[src/rtl/mcpu_ctrl.sv]
// Multi-cycle MIPS-subset controller: Moore FSM with a memory-wait watchdog.
// Optional `MCPU_BNE_EN adds bne decoding and the Branch_ne qualifier.
module mcpu_ctrl #(
    parameter int ALUC_W  = 3,
    parameter int TIMEOUT = 16
) (
    input  logic              clk,
    input  logic              rst,
    input  logic [5:0]        OPcode,
    input  logic [5:0]        Fun,
    input  logic              MIO_ready,
    output logic              PCWrite,
    output logic              PCWriteCond,
    output logic              IorD,
    output logic              MemRead,
    output logic              mem_w,
    output logic              IRWrite,
    output logic              RegWrite,
    output logic              RegDst,
    output logic              MemtoReg,
    output logic              ALUSrc_A,
    output logic [1:0]        ALUSrc_B,
    output logic [1:0]        PCSource,
    output logic [ALUC_W-1:0] ALU_Control,
    output logic              CPU_MIO,
    output logic              Branch_ne,
    output logic              illegal,
    output logic              bus_err,
    output logic [3:0]        state
);

    typedef enum logic [3:0] {
        S_IF  = 4'd0,
        S_ID  = 4'd1,
        S_MA  = 4'd2,
        S_MR  = 4'd3,
        S_WBM = 4'd4,
        S_MW  = 4'd5,
        S_EXR = 4'd6,
        S_WBR = 4'd7,
        S_BR  = 4'd8,
        S_JMP = 4'd9,
        S_EXI = 4'd10,
        S_WBI = 4'd11,
        S_ERR = 4'd12
    } state_t;

    typedef struct packed {
        logic       pcwrite;
        logic       pcwcond;
        logic       iord;
        logic       memread;
        logic       memw;
        logic       regwrite;
        logic       regdst;
        logic       memtoreg;
        logic       asa;
        logic [1:0] asb;
        logic [1:0] pcsrc;
        logic [2:0] alu;
        logic       cpu_mio;
        logic       bne;
        logic       bus_err;
        logic       in_if;
    } ctl_t;

    localparam logic [5:0] OP_RTYPE = 6'b000000;
    localparam logic [5:0] OP_LW    = 6'b100011;
    localparam logic [5:0] OP_SW    = 6'b101011;
    localparam logic [5:0] OP_BEQ   = 6'b000100;
    localparam logic [5:0] OP_BNE   = 6'b000101;
    localparam logic [5:0] OP_J     = 6'b000010;
    localparam logic [5:0] OP_ADDI  = 6'b001000;
    localparam logic [5:0] OP_SLTI  = 6'b001010;

    localparam logic [2:0] ALU_ADD  = 3'b010;
    localparam logic [2:0] ALU_SUB  = 3'b110;
    localparam logic [2:0] ALU_SLT  = 3'b111;

    localparam logic       WD_EN    = (TIMEOUT != 0);
    localparam logic [7:0] WD_LAST  = 8'(TIMEOUT - 1);

    state_t     r_state;
    state_t     w_next;
    state_t     w_dec_state;
    ctl_t       r_ctl;
    logic [7:0] r_wdog;
    logic       w_fun_ok;
    logic [2:0] w_fun_alu;
    logic       w_dec_illegal;
    logic       w_bne_op;
    logic       w_wait;
    logic       w_wd_trip;
    logic       w_wd_entry;

`ifdef MCPU_BNE_EN
    assign w_bne_op = (OPcode == OP_BNE);
`else
    assign w_bne_op = 1'b0;
`endif

    always_comb begin
        w_fun_ok  = 1'b1;
        w_fun_alu = '0;
        case (Fun)
            6'b100000: w_fun_alu = 3'b010;
            6'b100010: w_fun_alu = 3'b110;
            6'b100100: w_fun_alu = 3'b000;
            6'b100101: w_fun_alu = 3'b001;
            6'b101010: w_fun_alu = 3'b111;
            6'b100111: w_fun_alu = 3'b100;
            6'b000010: w_fun_alu = 3'b101;
            6'b010110: w_fun_alu = 3'b011;
            default:   w_fun_ok  = 1'b0;
        endcase
    end

    always_comb begin
        w_dec_state   = S_IF;
        w_dec_illegal = 1'b0;
        case (OPcode)
            OP_LW, OP_SW:      w_dec_state = S_MA;
            OP_RTYPE: begin
                if (w_fun_ok) w_dec_state   = S_EXR;
                else          w_dec_illegal = 1'b1;
            end
            OP_BEQ:            w_dec_state = S_BR;
            OP_J:              w_dec_state = S_JMP;
            OP_ADDI, OP_SLTI:  w_dec_state = S_EXI;
            default: begin
                if (w_bne_op) w_dec_state   = S_BR;
                else          w_dec_illegal = 1'b1;
            end
        endcase
    end

    assign w_wait    = (r_state == S_IF) || (r_state == S_MR) || (r_state == S_MW);
    // MIO_ready in the trip cycle takes priority: the trip only matters when not ready.
    assign w_wd_trip = WD_EN && !MIO_ready && (r_wdog == WD_LAST);

    always_comb begin
        w_next = r_state;
        case (r_state)
            S_IF: begin
                if (MIO_ready)      w_next = S_ID;
                else if (w_wd_trip) w_next = S_ERR;
            end
            S_ID:  w_next = w_dec_state;
            S_MA:  w_next = (OPcode == OP_LW) ? S_MR : S_MW;
            S_MR: begin
                if (MIO_ready)      w_next = S_WBM;
                else if (w_wd_trip) w_next = S_ERR;
            end
            S_MW: begin
                if (MIO_ready)      w_next = S_IF;
                else if (w_wd_trip) w_next = S_ERR;
            end
            S_EXR: w_next = S_WBR;
            S_EXI: w_next = S_WBI;
            S_WBM, S_WBR, S_WBI, S_BR, S_JMP: w_next = S_IF;
            S_ERR: w_next = S_ERR;
            default: w_next = S_IF;
        endcase
    end

    assign w_wd_entry = (w_next != r_state) &&
                        ((w_next == S_IF) || (w_next == S_MR) || (w_next == S_MW));

    // Controls for the state about to be entered, so outputs come straight from flops.
    function automatic ctl_t ctl_for(input state_t s, input logic [5:0] op,
                                     input logic [2:0] fun_alu, input logic bne_op);
        ctl_t c;
        c = '0;
        case (s)
            S_IF: begin
                c.memread = 1'b1;
                c.cpu_mio = 1'b1;
                c.asb     = 2'b01;
                c.alu     = ALU_ADD;
                c.in_if   = 1'b1;
            end
            S_ID: begin
                c.asb = 2'b11;
                c.alu = ALU_ADD;
            end
            S_MA: begin
                c.asa = 1'b1;
                c.asb = 2'b10;
                c.alu = ALU_ADD;
            end
            S_MR: begin
                c.memread = 1'b1;
                c.iord    = 1'b1;
                c.cpu_mio = 1'b1;
            end
            S_WBM: begin
                c.memtoreg = 1'b1;
                c.regwrite = 1'b1;
            end
            S_MW: begin
                c.memw    = 1'b1;
                c.iord    = 1'b1;
                c.cpu_mio = 1'b1;
            end
            S_EXR: begin
                c.asa = 1'b1;
                c.alu = fun_alu;
            end
            S_WBR: begin
                c.regdst   = 1'b1;
                c.regwrite = 1'b1;
            end
            S_BR: begin
                c.asa     = 1'b1;
                c.alu     = ALU_SUB;
                c.pcwcond = 1'b1;
                c.pcsrc   = 2'b01;
                c.bne     = bne_op;
            end
            S_JMP: begin
                c.pcwrite = 1'b1;
                c.pcsrc   = 2'b10;
            end
            S_EXI: begin
                c.asa = 1'b1;
                c.asb = 2'b10;
                c.alu = (op == OP_SLTI) ? ALU_SLT : ALU_ADD;
            end
            S_WBI:   c.regwrite = 1'b1;
            S_ERR:   c.bus_err  = 1'b1;
            default: c = '0;
        endcase
        return c;
    endfunction

    always_ff @(posedge clk) begin
        if (rst) begin
            r_state <= S_IF;
            r_ctl   <= ctl_for(S_IF, OPcode, w_fun_alu, w_bne_op);
            r_wdog  <= '0;
        end else begin
            r_state <= w_next;
            r_ctl   <= ctl_for(w_next, OPcode, w_fun_alu, w_bne_op);
            if (w_wd_entry)
                r_wdog <= '0;
            else if (w_wait && !MIO_ready)
                r_wdog <= r_wdog + 8'd1;
        end
    end

    // Write enables are gated by rst so a reset edge never commits an access.
    assign PCWrite     = (r_ctl.pcwrite | (r_ctl.in_if & MIO_ready)) & ~rst;
    assign IRWrite     = r_ctl.in_if & MIO_ready & ~rst;
    assign PCWriteCond = r_ctl.pcwcond & ~rst;
    assign RegWrite    = r_ctl.regwrite & ~rst;
    assign mem_w       = r_ctl.memw & ~rst;
    assign IorD        = r_ctl.iord;
    assign MemRead     = r_ctl.memread;
    assign RegDst      = r_ctl.regdst;
    assign MemtoReg    = r_ctl.memtoreg;
    assign ALUSrc_A    = r_ctl.asa;
    assign ALUSrc_B    = r_ctl.asb;
    assign PCSource    = r_ctl.pcsrc;
    assign CPU_MIO     = r_ctl.cpu_mio;
    assign Branch_ne   = r_ctl.bne;
    assign bus_err     = r_ctl.bus_err;
    assign illegal     = (r_state == S_ID) & w_dec_illegal;
    assign state       = r_state;

    always_comb begin
        ALU_Control      = '0;
        ALU_Control[2:0] = r_ctl.alu;
    end

endmodule

[config.mk]
export PLATFORM = sky130hd
export DESIGN_NAME = mcpu_ctrl
export DESIGN_NICKNAME = d
export VERILOG_FILES = /design/src/rtl/mcpu_ctrl.sv
export SDC_FILE = /design/constraint.sdc
export NUM_CORES = 1
export LEC_CHECK = 0
export BUFFER_PORTS_ARGS = -buffer_cell sky130_fd_sc_hd__clkbuf_2
export CORE_MARGIN = 3
export CORE_UTILIZATION = 50
export DETAILED_ROUTE_END_ITERATION = 10
export PLACE_DENSITY = 0.74
export SETUP_SLACK_MARGIN = 0.5
export SKIP_CTS_REPAIR_TIMING = 1
export SYNTH_ARGS = -nofsm -noshare
export SYNTH_HDL_FRONTEND = slang
export SYNTH_SLANG_ARGS = --single-unit
[constraint.sdc]
create_clock -name clk -period 5.7 [get_ports clk]
set_input_delay 1.14 -clock clk [delete_from_list [all_inputs] [get_ports clk]]
set_output_delay 1.14 -clock clk [all_outputs]
set_load 0.01 [all_outputs]
==> results.py, run 1 <==
metrics = {
    "routing": {
        "route.detailed.drc": 0,
        "drt-total-wl_um": 4430,
        "drt_iter0_drc": 259,
        "ant_nets": 0,
        "vias": 1840,
        "viasPerCell": 5.88,
        "routedWlPerCell_um": 14.1,
        "firstDrtPassIters": 4,
    },
    "place": {
        "pre_cts_slack_ns": 1.71,
        "dp_hpwl_um": 3150,
        "routabilityCongestion": 0.892,
        "placed_cells": 305,
        "port_buffers": 38,
    },
    "run": {
        "drv_cap": 0,
    },
    "pwr": {
        "clockPowerShare_pct": 42.6,
        "switching_power_w": 0.000121,
        "seqPwrFrac_pct": 45.4,
        "power.total_w": 0.000496,
        "p_int_w": 0.000374,
        "p_leak_nw": 0.876,
        "comb_power_share_pct": 12.0,
        "swShare_pct": 24.5,
        "peakVddDrop_v": 0.000131,
        "power_density_nw_per_um2": 227,
    },
    "die": {
        "rows": 21,
        "start_util_pct": 54.8,
        "dieArea_um2": 4640,
        "die_h_um": 68.1,
        "die_w_um": 68.1,
        "core_um2": 3520,
        "io_pins": 40,
    },
    "clocking": {
        "cts.sinks": 31,
        "insertion_delay_ns": 0.28,
        "h-tree-depth": 2,
        "cts_made_buffers": 5,
        "cts_buffer_depth": 2,
        "cts-root-buf": "clkbuf_8",
        "path_clk_slew_ns": 0.07,
        "cts_tree": "built",
    },
    "synthesis": {
        "syn_area_per_cell_um2": 8.04,
        "synth_top_area_share_pct": 32.1,
        "synthArstFlopShare_pct": 0,
        "synth_warnings": 0,
        "ys_seq_area_share_pct": 32.1,
        "synth_ff_type": "dfxtp_1",
        "synth_edf_count": 0,
        "syn_area_um2": 1930,
        "synth-seq-cells": 31,
        "yosysTopAreaCell": "dfxtp_1",
        "synth.area.top_cells": "dfxtp_1 (32%), nor3_1 (5.7%), nand2_1 (4.1%)",
        "syn-num-nets": 256,
        "yosysUniqueCellTypes": 57,
        "netlist_instances": 240,
    },
    "timing": {
        "fin_worst_skew_ns": 0.00633,
        "tightest_slew_ns": 0.948,
        "finalCriticalPeriod_ns": 3.94,
        "hold_viol": 0,
        "hold_ws_ns": 0.575,
        "relSlewSlack_pct": 35.8,
        "tns_ns": 0,
        "rsz0062_at_grt": "no",
        "setup_viol": 0,
        "period_share_pct": 69.1,
        "fin_ws_ns": 1.76,
        "maxSlewViolCount": 0,
        "fmax_ghz": 0.254,
    },
    "worst_setup_path": {
        "cp.required_ns": 4.56,
        "crit_type": "input port to output port",
        "path_max_fanout": 10,
        "crit_arrival_ns": 2.80,
        "worstSetupEndpointType": "output port",
        "start_kind": "input port",
    },
    "global_routing": {
        "grt_max_degree": 24,
        "antenna_found_initial": 0,
        "grt_pass1_wl_um": 7430,
        "track_usage_pct": 20.7,
        "grt_pass1_vias": 1632,
        "gr-total-overflow": 0,
    },
    "outcome": {
        "run_status": "finished clean",
    },
    "final_layout": {
        "final_nets": 282,
        "diodes": 0,
        "syn_to_final_growth_pct": 13.3,
        "fin_cells": 313,
        "final_layout_size_suffix_gt1_share_pct": 21.7,
        "final_common_cell": "clkbuf_2",
        "layout_common_cells": "clkbuf_2 (38), dfxtp_1 (31), nor3_1 (22)",
    },
    "worst_hold_path": {
        "worstHoldPathType": "flop to flop",
    },
}
==> registers in the layout (all words and copies together) (netlist names) <==
name	flops
IorD	1
MemRead	1
CPU_MIO	1
r_wdog	8
ALU_Control	3
ALUSrc_B	2
ALUSrc_A	1
RegDst	1
PCSource	2
bus_err	1
state	4
MemtoReg	1
r_ctl	5
==> synthesized netlist by cell type, types with 3 or more instances <==
master and count:
nand3b_1 3, xnor2_1 3, a2111oi_0 4, buf_4 9
o31ai_1 3, nor4b_1 5, a21oi_1 11, a211oi_1 3
nor2b_1 7, nand2_1 21, nor2_1 21, o21bai_1 3
o21ai_0 9, xor2_1 6, nand4b_1 3, a31oi_1 3
nand3_1 5, inv_1 6, dfxtp_1 31, clkbuf_1 8
nor3_1 22, or3_1 5, and3_1 3
==> cell families after synthesis <==
family	synth area share [%]
AOI/OAI and AO/OA	21.1
xor gates and xnor gates	4.08
adders and majority gates	0.648
buffers and inverters	6.93
DFF	32.1
muxes	1.68
other	0.194
and+or+nand+nor	33.2
==> worst max-delay path, stage by stage <==
cell	delay [ns]
clkbuf_2	0.19
nand2b_1	0.13
a2111oi_0	0.09
o311ai_1	0.83
nor3b_1	0.26
clkbuf_2	0.16
==> layer usage <==
| metal | global-route usage (%) | wire length [um] | part of all wire (%) | vias up |
|---|---|---|---|---|
| met5 | 0 | 0 | 0 | - |
| met4 | 4.96 | 19 | 0.43 | 0 |
| met3 | 4.76 | 259 | 5.9 | 2 |
| met2 | 32.4 | 2010 | 45 | 54 |
| met1 | 28.8 | 2140 | 48 | 858 |
| li1 | - | - | - | 926 |
==> metrics by stage <==
step	instance area [um^2]	utilization (%)
2_1_floorplan	1930	-
3_5_place_dp	2070	58.9
6_report	2190	62.1
3_3_place_gp	2070	58.9
5_1_grt	2190	62.1
4_1_cts	2190	62.1
==> power groups by stage <==
stage | sequential (W) | combinational, W | clock [W]
floorplan | 0.000229 | 0.0000423 | 0
global placement | 0.000230 | 0.0000582 | 0
global route | 0.000226 | 0.0000666 | 0.000229
detailed placement | 0.000230 | 0.0000589 | 0
CTS | 0.000225 | 0.0000591 | 0.000216
finish | 0.000225 | 0.0000592 | 0.000211
==> path summary, 6_finish.rpt <==
path              cells after the start                      to                    from  slack, ns
setup / recovery                      6                 illegal                  Fun[0]       1.76
hold / removal                        2  r_wdog[7]$_SDFFE_PP0P_  r_wdog[7]$_SDFFE_PP0P_       0.57
setup reg to reg                      8  r_wdog[4]$_SDFFE_PP0P_  r_wdog[0]$_SDFFE_PP0P_       2.52
hold reg to reg                       2  r_wdog[7]$_SDFFE_PP0P_  r_wdog[7]$_SDFFE_PP0P_       0.57
==> final cells by class <==
| class | count | area, um^2 |
|---|---|---|
| Clock inverter | 3 | 43.8 |
| Tap cell | 46 | 57.6 |
| Sequential cell | 31 | 621 |
| Timing Repair Buffer | 39 | 198 |
| Multi-Input combinational cell | 183 | 1180 |
| Clock buffer | 5 | 68.8 |
| Inverter | 6 | 22.5 |
| Fill cell | 327 | 1330 |
Note: power is estimated with default switching activity, not from simulation.
==> run 2: changes to the inputs <==
Settings changed: CORE_UTILIZATION 50 to 49, PLACE_DENSITY 0.74 to 0.75.
Clock period 5.7 ns to 3.4 ns, I/O delays scaled along.
==> run 2 against run 1 <==
  * Clock skew shrank 0.0032 ns
  * Wire length grew 7.6%
  * Clock power grew 31%
  * Global-route usage is essentially flat
  * Sequential power grew 68%
  * Critical endpoint is now r_wdog[2]$_SDFFE_PP0P_
  * Highest routed layer unchanged
==> results.py, run 2 (same netlist as run 1, synthesis figures left out) <==
metrics = {
    "die": {
        "rows": 22,
        "die_w_um": 68.8,
        "start_util_pct": 52.0,
        "core_um2": 3720,
        "dieArea_um2": 4730,
        "io_pins": 40,
        "die_h_um": 68.8,
    },
    "clocking": {
        "cts-root-buf": "clkbuf_8",
        "path_clk_slew_ns": 0.06,
        "cts.sinks": 31,
        "cts_tree": "built",
        "cts_made_buffers": 5,
        "insertion_delay_ns": 0.28,
        "h-tree-depth": 2,
        "cts_buffer_depth": 2,
    },
    "final_layout": {
        "final_layout_size_suffix_gt1_share_pct": 28.5,
        "final_common_cell": "clkbuf_2",
        "final_nets": 292,
        "fin_cells": 325,
        "syn_to_final_growth_pct": 20.8,
        "top_register": "r_wdog",
        "layout_common_cells": "clkbuf_2 (35), dfxtp_1 (28), nor2_1 (21), nor3_1 (21), nand2_1 (20)",
        "largest_reg_flops": 8,
        "diodes": 0,
    },
    "timing": {
        "tightest_slew_ns": 0.574,
        "setup_viol": 0,
        "fmax_ghz": 0.339,
        "maxSlewViolCount": 0,
        "relSlewSlack_pct": 61.2,
        "tns_ns": 0,
        "rsz0062_at_grt": "yes",
        "hold_ws_ns": 0.573,
        "period_share_pct": 86.8,
        "fin_worst_skew_ns": 0.00309,
        "finalCriticalPeriod_ns": 2.95,
        "fin_ws_ns": 0.449,
        "hold_viol": 0,
    },
    "routing": {
        "vias": 1897,
        "ant_nets": 0,
        "route.detailed.drc": 0,
        "viasPerCell": 5.84,
        "routedWlPerCell_um": 14.7,
        "drt-total-wl_um": 4760,
        "firstDrtPassIters": 4,
        "drt_iter0_drc": 145,
    },
    "worst_setup_path": {
        "worstSetupEndpointType": "flop",
        "critical-path-top-delay-family": "simple AND/OR/NAND/NOR gates",
        "crit_arrival_ns": 3.09,
        "start_kind": "input port",
        "crit_chain": "buf_8 > or3b_4 > o31a_1 > or4_4 > o21bai_4 > or3_4 > a221oi_4 > buf_12 > nor3_1",
        "path_max_fanout": 8,
        "crit_type": "input port to flop",
        "cp.required_ns": 3.54,
        "cp_slowest_cell": "or4_4",
        "worst-path-buf-inv": 2,
        "critPathMaxStageDelay_ns": 0.50,
    },
    "run": {
        "drv_cap": 0,
    },
    "place": {
        "port_buffers": 38,
        "routabilityCongestion": 0.831,
        "dp_hpwl_um": 3250,
        "placed_cells": 311,
        "pre_cts_slack_ns": 0.0978,
    },
    "pwr": {
        "power.total_w": 0.000771,
        "peakVddDrop_v": 0.000241,
        "p_leak_nw": 0.917,
        "power_density_nw_per_um2": 331,
    },
    "global_routing": {
        "grt_max_degree": 24,
        "grt_pass1_vias": 1665,
        "antenna_found_initial": 0,
        "gr-total-overflow": 0,
        "grt_pass1_wl_um": 7450,
        "track_usage_pct": 20.8,
    },
    "worst_hold_path": {
        "worstHoldPathType": "flop to flop",
    },
    "outcome": {
        "run_status": "finished clean",
    },
}
## run 2: cell count changes in the layout (fill, tap and decap cells not counted), sizes merged
cell and delta:
buf +13, clkbuf -2, bufinv -1, clkinv -1, clkinvlp +1
## run 2: worst min-delay path: cells and delay by family (launching register included)
family,cells,cell delay [ns]
flip-flops,1,0.37
AND/OR/NAND/NOR,1,0.04
XOR/XNOR,1,0.12
## run 2: cell type report
type	instances	area [um^2]
Timing Repair Buffer	49	308
Sequential cell	31	624
Fill cell	329	1380
Inverter	6	22.5
Multi-Input combinational cell	183	1230
Clock buffer	6	72.6
Tap cell	48	60.1
Clock inverter	2	12.5
## run 2: worst paths after layout
check	to	slack, ns	start	cells after the start
max	r_wdog[2]$_SDFFE_PP0P_	0.45	OPcode[2]	9
min	r_wdog[0]$_SDFFE_PP0P_	0.57	r_wdog[0]$_SDFFE_PP0P_	2
max reg2reg	r_wdog[2]$_SDFFE_PP0P_	0.52	r_wdog[5]$_SDFFE_PP0P_	9
min reg2reg	r_wdog[0]$_SDFFE_PP0P_	0.57	r_wdog[0]$_SDFFE_PP0P_	2
## run 2: power breakdown
group          internal [W]  switching, W  total (W)  leakage, nW
clock network      0.000143      0.000133   0.000276       0.0412
registers          0.000371    0.00000748   0.000379        0.253
logic             0.0000519     0.0000651   0.000117        0.623
total              0.000566      0.000206   0.000771        0.917
## run 2: metrics by stage
stage	utilization, %	cell area [um^2]
final	62.8	2330
after global routing	62.8	2330
after CTS	59.4	2210
after detailed placement	57.1	2120
after global placement	57.1	2120
after floorplan	-	1950
## run 2: per-layer routing
layer	vias to the layer above	global-route usage (%)	wire, um
li1	946	-	-
met1	891	27.8	2160
met2	50	32.4	2260
met3	10	6.48	270
met4	0	5.11	72
met5	-	0	0
